==> src/rtl/clz_seq_unit_if.sv <==
// Request/response bundle for the sequential leading-zero/one counter.
// The master drives the request; the slave (the counter) returns status and result.
interface clz_seq_unit_if #(
  parameter int unsigned WIDTH = 32
) ();
  localparam int unsigned RW = $clog2(WIDTH) + 1;

  logic             start;
  logic             mode;
  logic [WIDTH-1:0] operand;
  logic             flush;
  logic             busy;
  logic             done;
  logic [RW-1:0]    result;

  modport master (
    output start, mode, operand, flush,
    input  busy, done, result
  );

  modport slave (
    input  start, mode, operand, flush,
    output busy, done, result
  );
endinterface

==> src/rtl/clz_seq_unit.sv <==
// Sequential leading-zero (or leading-one) counter: scans the operand STEP bits
// per cycle from the MSB and reports the count with a one-cycle done pulse.
module clz_seq_unit #(
  parameter int unsigned WIDTH = 32,
  parameter int unsigned STEP  = 8
) (
  input  logic          clk,
  input  logic          reset,
  clz_seq_unit_if.slave bus
);
  localparam int unsigned RW     = $clog2(WIDTH) + 1;
  localparam int unsigned NCHUNK = WIDTH / STEP;
  localparam int unsigned KW     = (NCHUNK > 1) ? $clog2(NCHUNK) : 1;

  generate
    if ((WIDTH % STEP) != 0 || STEP > WIDTH || (STEP & (STEP - 1)) != 0) begin : g_bad_params
      $error("clz_seq_unit: STEP must be a power of two dividing WIDTH");
    end
  endgenerate

  typedef enum logic [1:0] {
    IDLE = 2'd0,
    SCAN = 2'd1,
    DONE = 2'd2
  } state_t;

  state_t           r_state;
  logic [WIDTH-1:0] r_work;
  logic [KW-1:0]    r_k;
  logic [RW-1:0]    r_count;
  logic [RW-1:0]    r_result;
  logic             r_busy;
  logic             r_done;

  logic [STEP-1:0]  w_chunk;
  logic             w_zero;
  logic             w_last;
  logic [RW-1:0]    w_lz;

  // The working register shifts left once per chunk, so chunk k always sits at the top.
  assign w_chunk = r_work[WIDTH-1 -: STEP];
  assign w_zero  = ~|w_chunk;
  assign w_last  = (r_k == KW'(NCHUNK - 1));

  // Leading zeros inside the current chunk; the highest set bit wins.
  always_comb begin
    w_lz = RW'(STEP);
    for (int i = 0; i < int'(STEP); i++) begin
      if (w_chunk[i]) begin
        w_lz = RW'(int'(STEP) - 1 - i);
      end
    end
  end

  always_ff @(posedge clk or posedge reset) begin
    if (reset) begin
      r_state  <= IDLE;
      r_work   <= '0;
      r_k      <= '0;
      r_count  <= '0;
      r_result <= '0;
      r_busy   <= 1'b0;
      r_done   <= 1'b0;
    end else begin
      case (r_state)
        IDLE: begin
          r_done <= 1'b0;
          if (!bus.flush && bus.start) begin
            r_work  <= bus.mode ? ~bus.operand : bus.operand;
            r_k     <= '0;
            r_count <= '0;
            r_busy  <= 1'b1;
            r_state <= SCAN;
          end
        end
        SCAN: begin
          if (bus.flush) begin
            r_busy  <= 1'b0;
            r_state <= IDLE;
          end else if (!w_zero) begin
            r_result <= r_count + w_lz;
            r_busy   <= 1'b0;
            r_done   <= 1'b1;
            r_state  <= DONE;
          end else if (w_last) begin
            r_result <= RW'(WIDTH);
            r_busy   <= 1'b0;
            r_done   <= 1'b1;
            r_state  <= DONE;
          end else begin
            r_count <= r_count + RW'(STEP);
            r_k     <= r_k + KW'(1);
            r_work  <= r_work << STEP;
          end
        end
        DONE: begin
          r_done  <= 1'b0;
          r_state <= IDLE;
        end
        default: begin
          r_busy  <= 1'b0;
          r_done  <= 1'b0;
          r_state <= IDLE;
        end
      endcase
    end
  end

  assign bus.busy   = r_busy;
  assign bus.done   = r_done;
  assign bus.result = r_result;
endmodule
==> src/flat_wrapper.sv <==
// flat-port wrapper written by rule: the top's interface ports become plain ports
module clz_seq_unit_flat 
#(
  parameter int unsigned WIDTH = 32,
  parameter int unsigned STEP  = 8
)
  (clk, reset, bus_start, bus_mode, bus_operand, bus_flush, bus_busy, bus_done, bus_result);
  clz_seq_unit_if #(.WIDTH(WIDTH)) bus_i ();
  input  logic clk;
  input  logic reset;
  input wire logic [$bits(bus_i.start)-1:0] bus_start;
  input wire logic [$bits(bus_i.mode)-1:0] bus_mode;
  input wire logic [$bits(bus_i.operand)-1:0] bus_operand;
  input wire logic [$bits(bus_i.flush)-1:0] bus_flush;
  output wire logic [$bits(bus_i.busy)-1:0] bus_busy;
  output wire logic [$bits(bus_i.done)-1:0] bus_done;
  output wire logic [$bits(bus_i.result)-1:0] bus_result;
  assign bus_i.start = bus_start;
  assign bus_i.mode = bus_mode;
  assign bus_i.operand = bus_operand;
  assign bus_i.flush = bus_flush;
  assign bus_busy = bus_i.busy;
  assign bus_done = bus_i.done;
  assign bus_result = bus_i.result;
  clz_seq_unit #(.WIDTH(WIDTH), .STEP(STEP)) u_core (.clk(clk), .reset(reset), .bus(bus_i));
endmodule
==> config.mk <==
export PLATFORM = sky130hd
export DESIGN_NAME = clz_seq_unit_flat
export DESIGN_NICKNAME = d
export VERILOG_FILES = /design/src/rtl/clz_seq_unit_if.sv /design/src/rtl/clz_seq_unit.sv /design/src/flat_wrapper.sv
export SDC_FILE = /design/constraint.sdc
export NUM_CORES = 1
export LEC_CHECK = 0
export CAP_MARGIN = 10
export CORE_ASPECT_RATIO = 1.1
export CORE_MARGIN = 8
export CORE_UTILIZATION = 52
export DETAILED_ROUTE_END_ITERATION = 10
export PLACE_DENSITY = 0.84
export SLEW_MARGIN = 15
export SYNTH_ARGS = -nofsm -noshare
export SYNTH_HDL_FRONTEND = slang
export SYNTH_SLANG_ARGS = --single-unit
==> constraint.sdc <==
create_clock -name clk -period 2.3 [get_ports clk]
set_clock_uncertainty 0.15 [all_clocks]
set_input_delay 0.46 -clock clk [delete_from_list [all_inputs] [get_ports clk]]
set_output_delay 0.46 -clock clk [all_outputs]
set_load 0.03 [all_outputs]
# Yosys cells after proc, flatten, opt, wreduce, memory -nomap -nowiden
# Index checks and enable logic that the tools add are counted.
[op_classes]
order_cmp = 0
n_reduce_logical = 11
div = 0
eq_ne = 9
n_mul = 0
shift = 0
n_mux = 40
addsub = 3
bitwise_logic = 3
[op_table]
columns = ["op", "count"]
rows = [
  ["$mux 32", 5],
  ["$mux 6", 13],
  ["$pmux 32 s2", 1],
  ["$not 32->32", 1],
  ["$mux 2", 8],
  ["$pmux 6 s2", 1],
  ["$mux 1", 8],
  ["$pmux 2 s2", 2],
  ["$reduce_or 8->1", 1],
  ["$add 6x4->6 const B", 1],
  ["$add 6x6->6", 1],
  ["$ne 2x2->1 const B", 3],
  ["$reduce_and 3->1", 2],
  ["$reduce_and 5->1", 1],
  ["$eq 2x2->1 const B", 2],
  ["$mux 4", 1],
  ["$ne 4x2->1 const B", 1],
  ["$reduce_and 2->1", 2],
  ["$reduce_bool 2->1", 2],
  ["$ne 3x1->1 const B", 1],
  ["$pmux 1 s3", 1],
  ["$add 2x1->2 const B", 1],
  ["$eq 2x1->1 const B", 1],
  ["$logic_not 2->1", 1],
  ["4 further kinds", 5],
]
[word_totals]
mem_bits_ro = 0
regBits = 50
wordCells = 73
latchBits = 0
n_memories = 0
ramBits = 0
output_inout_bits = 8
inputBits = 37

# Depth between registers and ports, before layout
[logic_depth]
depth_word = 10
ltp_mapped = 8
depth_no_buf = 8

# Worst setup path after synthesis
# No wires, ideal clock.
[synth_timing]
path_type = "register to register"
from = "register u_core.r_work[28]"
to = "register u_core.r_result[4] (netlist: u_core.bus.result[4])"
synth_period_minus_slack_ns = 1.968
setup_slack_ns = 0.332
setup_time_ns = 0.121
n_path_buf = 0
required_time_ns = 2.029
path_stages_with_launch = 7
t_arrival_ns = 1.697
cell_sequence = "dfrtp_1 or4_4 nor2_1 ha_1 a31oi_1 xnor2_1 a22o_2"
[synth_via]
elab_chain_cells = 6
elab_cells_between_ends = 9
classes_between = "1 x add/sub; 5 x mux; 3 x reduce/logical"
[synth_rtl]
columns = ["item", "line_no", "rtl"]
rows = [
  ["from (decl)", "clz_seq_unit.sv:28", "logic [WIDTH-1:0] r_work;"],
  ["from (signal assigned)", "clz_seq_unit.sv:69", "r_work <= bus.mode ? ~bus.operand : bus.operand;"],
  ["from (signal assigned)", "clz_seq_unit.sv:93", "r_work <= r_work << STEP;"],
  ["$mux 6 (4 in a row)", "clz_seq_unit.sv:49", "if (w_chunk[i]) begin"],
  ["$add 6x6->6", "clz_seq_unit.sv:81", "r_result <= r_count + w_lz;"],
  ["$mux 6", "clz_seq_unit.sv:80", "end else if (!w_zero) begin"],
  ["to (signal assigned)", "clz_seq_unit.sv:81", ""],
  ["to (signal assigned)", "clz_seq_unit.sv:86", "r_result <= RW'(WIDTH);"],
  ["to (decl)", "clz_seq_unit.sv:31", "logic [RW-1:0] r_result;"],
]
# Several ways; a longest one is shown, not always the timed one.
# A chain may end at the register's enable or synchronous reset.

# Worst setup path after layout
[layout_timing]
from = "register u_core.r_work[29]"
to = "register u_core.r_result[4] (netlist: u_core.bus.result[4])"
[layout_via]
elab_chain_cells = 5
elab_cells_between_ends = 8
classes_between = "1 x add/sub; 4 x mux; 3 x reduce/logical"
[layout_rtl]
columns = ["item", "line_no"]
rows = [
  ["$mux 6 (3 in a row)", "clz_seq_unit.sv:49"],
  ["$add 6x6->6", "clz_seq_unit.sv:81"],
  ["$mux 6", "clz_seq_unit.sv:80"],
]
# Several ways; a longest one is shown, not always the timed one.

==> flow_metrics.tcl <==
set metrics [dict create \
    status "complete, no violations" \
    rr_startpoint "u_core.r_work[29]$_DFFE_PP0P_" \
    clockBufferDepth 2 \
    rows 26 \
    track_usage_pct 15.1 \
    start_util_pct 53.0 \
    max_stage_delay_ns 0.60 \
    wl_per_cell_um 13.3 \
    critical-path-top-delay-family "simple AND/OR/NAND/NOR gates" \
    grt_first_pass_wirelength_mm 8.47 \
    antenna_left 0 \
    drive_above_1_share_pct 9.80 \
    synth_area_per_cell_um2 9.43 \
    required_ns 2.33 \
    fp.dieW_um 81.2 \
    worstSetupPathType "flop to flop" \
    cts_max_level 2 \
    num_vias 1895 \
    cts_resized 0 \
    slew_viol_final 0 \
    yosys_warnings 0 \
    hpwl_mm 3.62 \
    ios 45 \
    worst-path-buf-inv 0 \
    worst-path-stages 6 \
    drtPass1Iterations 4 \
    finalInstanceArea_um2 3080 \
    clk_latency_ns 0.30 \
    area_delta_synth_final_pct 26.8 \
    yosys_most_used_dff "dfrtp_1" \
    clock_sinks 47 \
    grt_setup_unrepaired "false" \
    synth.area.top_cells "dfrtp_1 (48%), o21ai_0 (10%), xnor2_1 (9.4%)" \
    tns_ns 0 \
    syn_area_um2 2430 \
    cellPowerDensity_nw_per_um2 788 \
    postCtsSetupRepairBufs 0 \
    final_nets 346 \
    slowest_stage "or4_4" \
    synth.top_cell.area_share_pct 48.4 \
    startpoint_type "flop" \
    crit_fanout 6 \
    die_area_um2 7120 \
    reg2reg_depth 6 \
    ys_types 32 \
    end_kind "flop" \
    ys_ff_latch 47 \
    reg2reg_slack_ns 0.22 \
    grt_pass1_vias 1921 \
    design.core.area_um2 4590 \
    postPlaceCellArea_um2 3000 \
    ir_worst_vdd_uv 379 \
    max_cap_violations 0 \
    first_iter_violations 50 \
    ys_seq_area_share_pct 48.4 \
    cts_buffers 5 \
    final_cells 362 \
    slew_headroom_pct 61.3 \
    async_flop_share_pct 100 \
    regToRegEndpoint "u_core.bus.result[4]$_DFFE_PP0P_" \
    syn-instance-count 258 \
    numPortBuffers 44 \
    antenna_found_initial 0 \
    wl_mm 4.83 \
    fin_crit_ns 2.08 \
    antennaDiodeCount 0 \
    holdWs_ns 0.299 \
    place.gp.congestion 0.844 \
    worstHoldPathType "input port to asynchronous set/reset pin" \
    leakage_uw 0.00137 \
    overflow 0 \
    placed_cells 354 \
    crit_chain "or4_4, nor2_1, ha_1, a31oi_1, xnor2_1, a22o_2" \
    tightest_slew_ns 0.576 \
    finalSetupViolations 0 \
    via_per_inst 5.23 \
    synth_edf_count 0 \
    hold_viol 0 \
    drc 0 \
    root_buffer "clkbuf_8" \
    hold_buffers 0 \
    crit_arrival_ns 2.11 \
    synth_fp_nets 299 \
    grt_max_degree 63 \
    max_freq_mhz 481 \
    die_h_um 87.7 \
    clk_pin_slew_worst_paths_ns 0.09 \
    period_share_pct 90.4 \
    tritoncts "done" \
    yosys.area.top_type "dfrtp_1" \
]
==> power by group <==
group	internal [µW]	switching (µW)	total, µW
combinational	381	400	782
clock	214	268	481
sequential	1030	136	1170
==> per-stage QoR <==
step,util [%],worst slack (ns),power [µW]
2_1_floorplan,-,0.332,1660
3_3_place_gp,65.5,0.0564,1940
3_5_place_dp,65.5,0.0157,1980
4_1_cts,67.2,0.221,2460
5_1_grt,67.2,0.162,2610
6_report,67.2,0.220,2430
==> sequential cells by signal (all words and copies together) (netlist names) <==
register           flops
u_core.r_k             2
u_core.bus.busy        1
u_core.r_work         32
u_core.r_state         2
u_core.bus.result      6
u_core.bus.done        1
u_core.r_count         3
==> logic make-up after synthesis <==
group,Yosys count,share of synthesized area [%]
DFF,47,48.4
other,1,0.154
AOI/OAI and AO/OA,79,20.1
buffers and inverters,24,3.91
and+or+nand+nor,69,13.2
xor gates and xnor gates,34,12.2
adders and majority gates,4,2.06
==> Yosys cell counts (2+ instances only) <==
cell and count:
xor2_1 8, nor4_1 2, inv_1 7, buf_2 4, o21ai_0 51, a22o_1 10
or4_4 2, nor3_1 5, o21ai_1 2, a22o_2 3, dfrtp_1 47, a31oi_1 2
ha_1 4, clkbuf_1 12, a21oi_1 4, nor2_1 3, xnor2_1 26, nand2_1 52
==> final cells by class <==
cell class	count	area (µm²)
clock inverter	1	5.00
fill	363	1500
multi-input combinational	187	1180
tap	56	70.1
clock buffer	7	76.3
timing repair buffer	56	551
sequential	47	1180
inverter	8	30.0
==> worst max-delay path by stage <==
stage,startpoint,endpoint,slack [ns]
CTS,u_core.r_work[29]$_DFFE_PP0P_,u_core.bus.result[4]$_DFFE_PP0P_,0.22
finish,u_core.r_work[29]$_DFFE_PP0P_,u_core.bus.result[4]$_DFFE_PP0P_,0.22
global placement,bus_flush,u_core.r_work[1]$_DFFE_PP0P_,0.06
detailed placement,bus_flush,u_core.r_work[2]$_DFFE_PP0P_,0.02
global route,u_core.r_work[29]$_DFFE_PP0P_,u_core.bus.result[4]$_DFFE_PP0P_,0.16
floorplan,u_core.r_work[28]$_DFFE_PP0P_,u_core.bus.result[4]$_DFFE_PP0P_,0.33
==> placed cells by master, fill, tap and decap left out <==
| cell | instances |
|---|---|
| a21oi_1 | 4 |
| a22o_1 | 10 |
| a22o_2 | 3 |
| a2bb2oi_1 | 1 |
| a311oi_1 | 1 |
| a31oi_1 | 1 |
| a31oi_4 | 1 |
| a32o_1 | 1 |
| a41o_1 | 1 |
| buf_12 | 2 |
| buf_2 | 1 |
| buf_4 | 10 |
| clkbuf_1 | 2 |
| clkbuf_8 | 5 |
| clkdlybuf4s50_1 | 43 |
| clkinv_2 | 1 |
| conb_1 | 1 |
| dfrtp_1 | 47 |
| ha_1 | 4 |
| inv_1 | 6 |
| inv_2 | 2 |
| nand2_1 | 52 |
| nand2b_1 | 1 |
| nor2_1 | 3 |
| nor3_1 | 5 |
| nor3_4 | 1 |
| nor3b_1 | 1 |
| nor4_1 | 2 |
| nor4b_1 | 1 |
| nor4b_2 | 1 |
| o21a_1 | 1 |
| o21ai_0 | 51 |
| o21ai_1 | 2 |
| o31ai_1 | 1 |
| o31ai_4 | 1 |
| or4_4 | 2 |
| xnor2_1 | 26 |
| xor2_1 | 8 |
==> routing by layer <==
metal,global-route usage [%],part of all wire (%)
met1,18.4,45
met2,24.6,48
met4,4.88,1.3
met3,4.62,5.1
met5,0,0
(Power assumes the default switching activity.)
